File: config.mk
export PLATFORM = sky130hd
export DESIGN_NAME = uart_led_cmd
export DESIGN_NICKNAME = d
export VERILOG_FILES = /design/src/rtl/uart_cmd_pkg.sv /design/src/rtl/uart_cmd_resp.sv /design/src/rtl/uart_led_cmd.sv
export SDC_FILE = /design/constraint.sdc
export NUM_CORES = 1
export LEC_CHECK = 0
export ABC_AREA = 1
export BUFFER_PORTS_ARGS = -buffer_cell sky130_fd_sc_hd__buf_2
export CAP_MARGIN = 15
export CORE_MARGIN = 2
export CORE_UTILIZATION = 35
export CTS_BUF_LIST = sky130_fd_sc_hd__clkbuf_8
export DETAILED_ROUTE_END_ITERATION = 12
export PLACE_DENSITY = 0.62
export RECOVER_POWER = 50
export SETUP_SLACK_MARGIN = 0.4
export SLEW_MARGIN = 5
export SYNTH_ARGS = -nofsm -noshare
export SYNTH_HDL_FRONTEND = slang
export SYNTH_SLANG_ARGS = --single-unit
export TNS_END_PERCENT = 20
File: constraint.sdc
create_clock -name clk -period 1.66 [get_ports clk]
set_input_delay 0.166 -clock clk [delete_from_list [all_inputs] [get_ports clk]]
set_output_delay 0.166 -clock clk [all_outputs]
set_load 0.1 [all_outputs]
File: src/rtl/uart_cmd_pkg.sv
// uart_cmd_pkg
//   Shared definitions for the UART LED command parser:
//   - state_t      : parser FSM states
//   - ASCII_*      : byte constants used by the parser and reply generator
//   - is_hex       : 1 when a byte is 0-9, A-F or a-f
//   - hex_to_nib   : ASCII hex digit -> 4-bit value (only meaningful when is_hex)
//   - nib_to_hex   : 4-bit value -> upper-case ASCII hex digit
package uart_cmd_pkg;

    typedef enum logic [2:0] {
        ST_IDLE = 3'd0,
        ST_HI   = 3'd1,
        ST_LO   = 3'd2,
        ST_EOL  = 3'd3,
        ST_SKIP = 3'd4,
        ST_RESP = 3'd5,
        ST_EOLQ = 3'd6
    } state_t;

    localparam logic [7:0] ASCII_LF = 8'h0A;
    localparam logic [7:0] ASCII_CR = 8'h0D;
    localparam logic [7:0] ASCII_L  = 8'h4C;
    localparam logic [7:0] ASCII_Q  = 8'h3F;
    localparam logic [7:0] ASCII_K  = 8'h4B;
    localparam logic [7:0] ASCII_E  = 8'h45;

    function automatic logic is_hex(input logic [7:0] c);
        return ((c >= 8'h30) && (c <= 8'h39)) ||
               ((c >= 8'h41) && (c <= 8'h46)) ||
               ((c >= 8'h61) && (c <= 8'h66));
    endfunction

    // 'A'/'a' both have low nibble 1, so letters map to low nibble + 9.
    function automatic logic [3:0] hex_to_nib(input logic [7:0] c);
        logic [3:0] low;
        low = c[3:0];
        if (c <= 8'h39) begin
            return low;
        end
        return low + 4'd9;
    endfunction

    function automatic logic [7:0] nib_to_hex(input logic [3:0] n);
        if (n < 4'd10) begin
            return 8'h30 + {4'h0, n};
        end
        return 8'h37 + {4'h0, n};
    endfunction

endpackage

File: src/rtl/uart_cmd_resp.sv
// uart_cmd_resp
//   Reply buffer for the command parser. Holds up to three bytes and hands them
//   to the transmitter one at a time.
//
//   Handshake: a byte moves on a rising edge where tx_req && tx_cts. tx_data is
//   stable while tx_req is high; the next byte appears the cycle after each
//   transfer, and tx_req drops the cycle after the last byte transfers.
//
// Ports
//   clk, rst      clock, synchronous active-high reset
//   load          capture load_len bytes (load_b0..b2) and start sending
//   load_len      number of bytes to send (2 or 3)
//   load_b0..b2   reply bytes, b0 sent first
//   tx_cts        transmitter ready
//   tx_data       byte presented to the transmitter
//   tx_req        tx_data valid
//   done          combinational: the last byte transfers at this edge
module uart_cmd_resp (
    input  logic       clk,
    input  logic       rst,
    input  logic       load,
    input  logic [1:0] load_len,
    input  logic [7:0] load_b0,
    input  logic [7:0] load_b1,
    input  logic [7:0] load_b2,
    input  logic       tx_cts,
    output logic [7:0] tx_data,
    output logic       tx_req,
    output logic       done
);

    logic [7:0] bytes_q [3];
    logic [1:0] idx_q;
    logic [1:0] len_q;
    logic       last;

    assign last = (idx_q == (len_q - 2'd1));
    assign done = tx_req && tx_cts && last;

    always_ff @(posedge clk) begin
        if (rst) begin
            tx_req     <= 1'b0;
            tx_data    <= 8'h00;
            idx_q      <= 2'd0;
            len_q      <= 2'd0;
            bytes_q[0] <= 8'h00;
            bytes_q[1] <= 8'h00;
            bytes_q[2] <= 8'h00;
        end else if (load) begin
            bytes_q[0] <= load_b0;
            bytes_q[1] <= load_b1;
            bytes_q[2] <= load_b2;
            idx_q      <= 2'd0;
            len_q      <= load_len;
            tx_req     <= 1'b1;
            tx_data    <= load_b0;
        end else if (tx_req && tx_cts) begin
            if (last) begin
                // tx_data keeps the final byte; only tx_req matters from here.
                tx_req <= 1'b0;
            end else begin
                idx_q   <= idx_q + 2'd1;
                tx_data <= bytes_q[idx_q + 2'd1];
            end
        end
    end

endmodule

File: src/rtl/uart_led_cmd.sv
// uart_led_cmd
//   Line-oriented command parser sitting between uart_rx and uart_tx.
//   "L<hex><hex>\n" sets the LED register and replies "K\n"; any malformed line
//   replies "E\n"; a bare "\n" is silently ignored. '\r' is ignored everywhere.
//   A partial line left idle for TIMEOUT_CYCLES clocks is dropped without reply
//   (TIMEOUT_CYCLES = 0 disables the timeout).
//
//   Optional feature, macro UART_LED_CMD_READBACK_EN: "?\n" replies with the
//   LED value as two upper-case hex digits and '\n'. Without the macro '?' is
//   an ordinary invalid byte.
//
// Parameters
//   LED_RESET       leds value after reset
//   TIMEOUT_CYCLES  idle clocks before a partial line is dropped; 0 = never
//
// Ports
//   clk       sole clock
//   rst       synchronous active-high reset
//   in_data   received byte, valid with in_valid
//   in_valid  one-cycle strobe per received byte, no backpressure
//   tx_data   reply byte to the transmitter
//   tx_req    tx_data valid; transfer on tx_req && tx_cts
//   tx_cts    transmitter ready
//   leds      LED register
//   busy      reply in progress (state RESP)
//   overrun   sticky: a byte arrived while busy and was dropped
module uart_led_cmd
    import uart_cmd_pkg::*;
#(
    parameter logic [7:0] LED_RESET      = 8'h00,
    parameter int         TIMEOUT_CYCLES = 1_000_000
) (
    input  logic       clk,
    input  logic       rst,
    input  logic [7:0] in_data,
    input  logic       in_valid,
    output logic [7:0] tx_data,
    output logic       tx_req,
    input  logic       tx_cts,
    output logic [7:0] leds,
    output logic       busy,
    output logic       overrun
);

    localparam int CNT_W = (TIMEOUT_CYCLES < 1) ? 1 : $clog2(TIMEOUT_CYCLES + 1);
    localparam logic [CNT_W-1:0] TO_LAST =
        (TIMEOUT_CYCLES < 1) ? '0 : CNT_W'(TIMEOUT_CYCLES - 1);

    state_t           state_q, state_d;
    logic [3:0]       hi_q, lo_q;
    logic [CNT_W-1:0] cnt_q;

    logic       byte_ok;     // non-CR byte present this cycle
    logic       accept;      // byte_ok and the parser is not replying
    logic       timeout_hit;
    logic       resp_done;

    logic       load;
    logic [1:0] load_len;
    logic [7:0] load_b0, load_b1, load_b2;
    logic       hi_en, lo_en, leds_en;

    assign byte_ok = in_valid && (in_data != ASCII_CR);
    assign accept  = byte_ok && (state_q != ST_RESP);
    assign busy    = (state_q == ST_RESP);

    // Only partial-line states can time out; IDLE and RESP hold the counter at 0.
    assign timeout_hit = (TIMEOUT_CYCLES != 0) && (cnt_q == TO_LAST) &&
                         (state_q != ST_IDLE) && (state_q != ST_RESP);

    always_ff @(posedge clk) begin
        if (rst) begin
            state_q <= ST_IDLE;
        end else begin
            state_q <= state_d;
        end
    end

    always_comb begin
        state_d  = state_q;
        load     = 1'b0;
        load_len = 2'd2;
        load_b0  = ASCII_E;
        load_b1  = ASCII_LF;
        load_b2  = ASCII_LF;
        hi_en    = 1'b0;
        lo_en    = 1'b0;
        leds_en  = 1'b0;

        if (accept) begin
            case (state_q)
                ST_IDLE: begin
                    if (in_data == ASCII_L) begin
                        state_d = ST_HI;
                    end else if (in_data == ASCII_LF) begin
                        state_d = ST_IDLE;
`ifdef UART_LED_CMD_READBACK_EN
                    end else if (in_data == ASCII_Q) begin
                        state_d = ST_EOLQ;
`endif
                    end else begin
                        state_d = ST_SKIP;
                    end
                end
                ST_HI: begin
                    if (is_hex(in_data)) begin
                        hi_en   = 1'b1;
                        state_d = ST_LO;
                    end else if (in_data == ASCII_LF) begin
                        load    = 1'b1;
                        state_d = ST_RESP;
                    end else begin
                        state_d = ST_SKIP;
                    end
                end
                ST_LO: begin
                    if (is_hex(in_data)) begin
                        lo_en   = 1'b1;
                        state_d = ST_EOL;
                    end else if (in_data == ASCII_LF) begin
                        load    = 1'b1;
                        state_d = ST_RESP;
                    end else begin
                        state_d = ST_SKIP;
                    end
                end
                ST_EOL: begin
                    if (in_data == ASCII_LF) begin
                        leds_en = 1'b1;
                        load    = 1'b1;
                        load_b0 = ASCII_K;
                        state_d = ST_RESP;
                    end else begin
                        state_d = ST_SKIP;
                    end
                end
`ifdef UART_LED_CMD_READBACK_EN
                ST_EOLQ: begin
                    if (in_data == ASCII_LF) begin
                        load     = 1'b1;
                        load_len = 2'd3;
                        load_b0  = nib_to_hex(leds[7:4]);
                        load_b1  = nib_to_hex(leds[3:0]);
                        load_b2  = ASCII_LF;
                        state_d  = ST_RESP;
                    end else begin
                        state_d = ST_SKIP;
                    end
                end
`endif
                ST_SKIP: begin
                    if (in_data == ASCII_LF) begin
                        load    = 1'b1;
                        state_d = ST_RESP;
                    end
                end
                default: state_d = ST_IDLE;
            endcase
        end else if ((state_q == ST_RESP) && resp_done) begin
            state_d = ST_IDLE;
        end else if (timeout_hit) begin
            state_d = ST_IDLE;
        end
    end

    always_ff @(posedge clk) begin
        if (rst) begin
            leds    <= LED_RESET;
            hi_q    <= 4'h0;
            lo_q    <= 4'h0;
            overrun <= 1'b0;
            cnt_q   <= '0;
        end else begin
            if (hi_en) begin
                hi_q <= hex_to_nib(in_data);
            end
            if (lo_en) begin
                lo_q <= hex_to_nib(in_data);
            end
            if (leds_en) begin
                leds <= {hi_q, lo_q};
            end
            // Includes the edge where the final reply byte transfers.
            if (byte_ok && busy) begin
                overrun <= 1'b1;
            end
            if (accept || timeout_hit || (state_q == ST_IDLE) || (state_q == ST_RESP)) begin
                cnt_q <= '0;
            end else if (cnt_q != '1) begin
                cnt_q <= cnt_q + CNT_W'(1);
            end
        end
    end

    uart_cmd_resp u_resp (
        .clk      (clk),
        .rst      (rst),
        .load     (load),
        .load_len (load_len),
        .load_b0  (load_b0),
        .load_b1  (load_b1),
        .load_b2  (load_b2),
        .tx_cts   (tx_cts),
        .tx_data  (tx_data),
        .tx_req   (tx_req),
        .done     (resp_done)
    );

endmodule

==> flow_metrics.tcl <==
set metrics [dict create \
    critPathKind "flop to flop" \
    root_buffer "clkbuf_8" \
    finalPower_uw 2308 \
    worstPathArrival_ns 1.84 \
    pin_count 31 \
    syn-cell-area_um2 2833 \
    ys_seq_elements 50 \
    avgViaCountPerCell 4.843 \
    grt-ovfl-total 0 \
    setup-violations-final 0 \
    hold_slack_ns 0.2590 \
    io_buffer_count 27 \
    worstSetupStartpointType "flop" \
    worst_pin_slew_ns 0.5450 \
    cts_tree "built" \
    wl_met1_mm 3.004 \
    drtIter0Drc 98 \
    coreArea_um2 7767 \
    skew_ns 0.009893 \
    antenna_cells 0 \
    insertion_delay_ns 0.30 \
    worstSetupEndpointType "flop" \
    p_leak_uw 0.001571 \
    crit_required_ns 1.86 \
    ys_top_cells_by_count "75 x nand2_1, 47 x dfxtp_1, 45 x inv_1" \
    synth_area_per_cell_um2 7.377 \
    outcome "completed" \
    ant_nets 0 \
    synth_flop_cell "dfxtp_1" \
    start_util_pct 36.47 \
    ys_warn_count 0 \
    regArea_um2 1070 \
    h-tree-depth 2 \
    area_delta_synth_final_pct 36.70 \
    synth.area.top_cells "dfxtp_1 33%, nand2_1 9.9%, inv_1 6.0%, nor2_1 5.6%, a21oi_1 4.8%" \
    numCtsBuffers 5 \
    top_layer "met4" \
    slew_headroom_pct 63.82 \
    synth.top_cell.area_share_pct 33.22 \
    period_share_pct 99.03 \
    antenna_found_initial 0 \
    netlist.top_cell.by_area "dfxtp_1" \
    dr_wl_met2_mm 3.458 \
    hold_buffers 0 \
    clock_sinks 50 \
    power_density_nw_per_um2 595.9 \
    die_y_um 93.97 \
    drv_cap 0 \
    synth.distinct_cells 40 \
    finalHoldViolCount 0 \
    multi_input_area_um2 1849 \
    synthCells 384 \
    drt_wl_total_mm 6.774 \
    path_max_fanout 8 \
    grt_max_degree 17 \
    hp-class "input port to flop" \
    grt_pass1_wl_mm 11.07 \
    core.rowCount 32 \
    worst_ir_drop_vdd_mv 0.3252 \
    drt_drc_violations_left 0 \
    met3_length_um 221 \
    detailroute.via_count 2678 \
    clk_path_buf_depth 2 \
    dpl.hpwl_mm 4.637 \
    fmax_mhz 608.3 \
    finalWeightedCongestion 0.8616 \
    wl_per_cell_um 12.25 \
    drt_pass1_iterations 4 \
    rsz0062_at_grt "true" \
    nets 468 \
    n_fill_cell 737 \
    async_reset_ff_share_pct 0 \
    grtUsageTotal_pct 15.44 \
    slew_viol_final 0 \
    drive_above_1_share_pct 44.12 \
    synth_edf_count 3 \
    seq_area_frac_synth_pct 36.40 \
    synth_most_common_cell "nand2_1" \
    clk_pin_slew_ns 0.09 \
    grt_pass1_vias 2539 \
    die_area_um2 8829 \
    finalCriticalPeriod_ns 1.644 \
    die_w_um 93.97 \
]
[flip-flops by register name (all words and copies together), names as in the netlist]
register,cells
overrun,1
lo_q,4
hi_q,4
u_resp.tx_req,1
u_resp.len_q,1
u_resp.bytes_q,3
cnt_q,20
u_resp.tx_data,3
leds,8
state_q,3
u_resp.idx_q,2
[critical path, cell delays in order (launching register included)]
cell and delay [ns]:
dfxtp_4 0.39, ha_4 0.14, nand2_2 0.06, nor2_2 0.09, nand2_2 0.11, nor2_4 0.13, nand2_4 0.09, nor2_8 0.11
buf_12 0.12, nand2_8 0.07, a31oi_1 0.15, nor2_1 0.07
[per-layer routing]
metal / vias up / GRT usage, %
li1: 1382 / -
met2: 45 / 27.08
met5: - / 0
met3: 9 / 3.130
met1: 1242 / 18.85
met4: 0 / 4.952
[where the power goes]
group,internal (µW),switching (µW)
Combinational,78.2,158
Clock,452,406
Sequential,1210,7.70
Total,1740,572
[through the flow]
stage	util [%]	area, µm²	TNS [ns]	worst slack (ns)	cells
CTS	46.34	3600	0	0.1246	548
floorplan	-	2889	0	0.1135	386
global route	49.86	3872	-0.3216	-0.06399	553
global placement	41.64	3234	0	0.06469	522
finish	49.86	3872	0	0.01613	553
detailed placement	41.64	3234	-0.07158	-0.02716	522
[kinds of logic (layout without fill, tap and decap cells)]
family / after synthesis / in the layout / synth area share, %
buffers and inverters: 59 / 124 / 9.010
AO/OA/AOI/OAI: 74 / 74 / 15.06
multiplexers: 1 / 1 / 0.3975
XOR/XNOR: 9 / 9 / 2.782
other: 1 / 3 / 0.1324
flip-flops: 50 / 50 / 36.40
AND/OR/NAND/NOR: 184 / 184 / 33.57
adder cells (fa/ha/maj): 6 / 6 / 2.650
[path summary, 6_finish.rpt]
| kind | cells after the start | start | endpoint | slack (ns) |
|---|---|---|---|---|
| max | 11 | cnt_q[0] | cnt_q[13] | 0.02 |
| min | 5 | tx_cts | u_resp.idx_q[1] | 0.26 |
| max reg2reg | 11 | cnt_q[0] | cnt_q[13] | 0.02 |
| min reg2reg | 2 | lo_q[1] | leds[1] | 0.45 |
[area by class of cell]
cell class,count,share of cell area (%)
Clock inverter,3,1.131
Tap cell,102,3.296
Timing Repair Buffer,66,13.02
Multi-Input combinational cell,277,47.75
Inverter,50,5.396
Clock buffer,5,1.777
Sequential cell,50,27.63
[timing repair]
item	in CTS	in global routing
setup buffers	18	5
cloned	0	0
pin swaps	15	43
gates resized for setup	37	106
setup endpoints to repair	56	67
[cell usage in the layout, fill, tap and decap left out, types with 6 or more instances in the layout]
cell type,synthesis,layout
nand2_1,75,60
nor2_1,42,35
inv_1,45,34
dfxtp_1,47,30
buf_4,5,29
a21oi_1,27,22
nand2_2,9,20
nand3_1,22,16
clkbuf_2,0,15
o21ai_2,2,11
nor2_2,4,10
dfxtp_2,0,10
buf_2,2,10
inv_2,4,9
o21ai_0,20,9
a21oi_2,4,9
buf_6,1,9
o21ai_1,8,8
nor2_4,6,7
nand2_4,4,7
nand4_1,7,7
nand3_2,4,7
dfxtp_4,0,7
nand3_4,3,6
a31oi_1,7,6
Power figures use the tool's default switching activity.
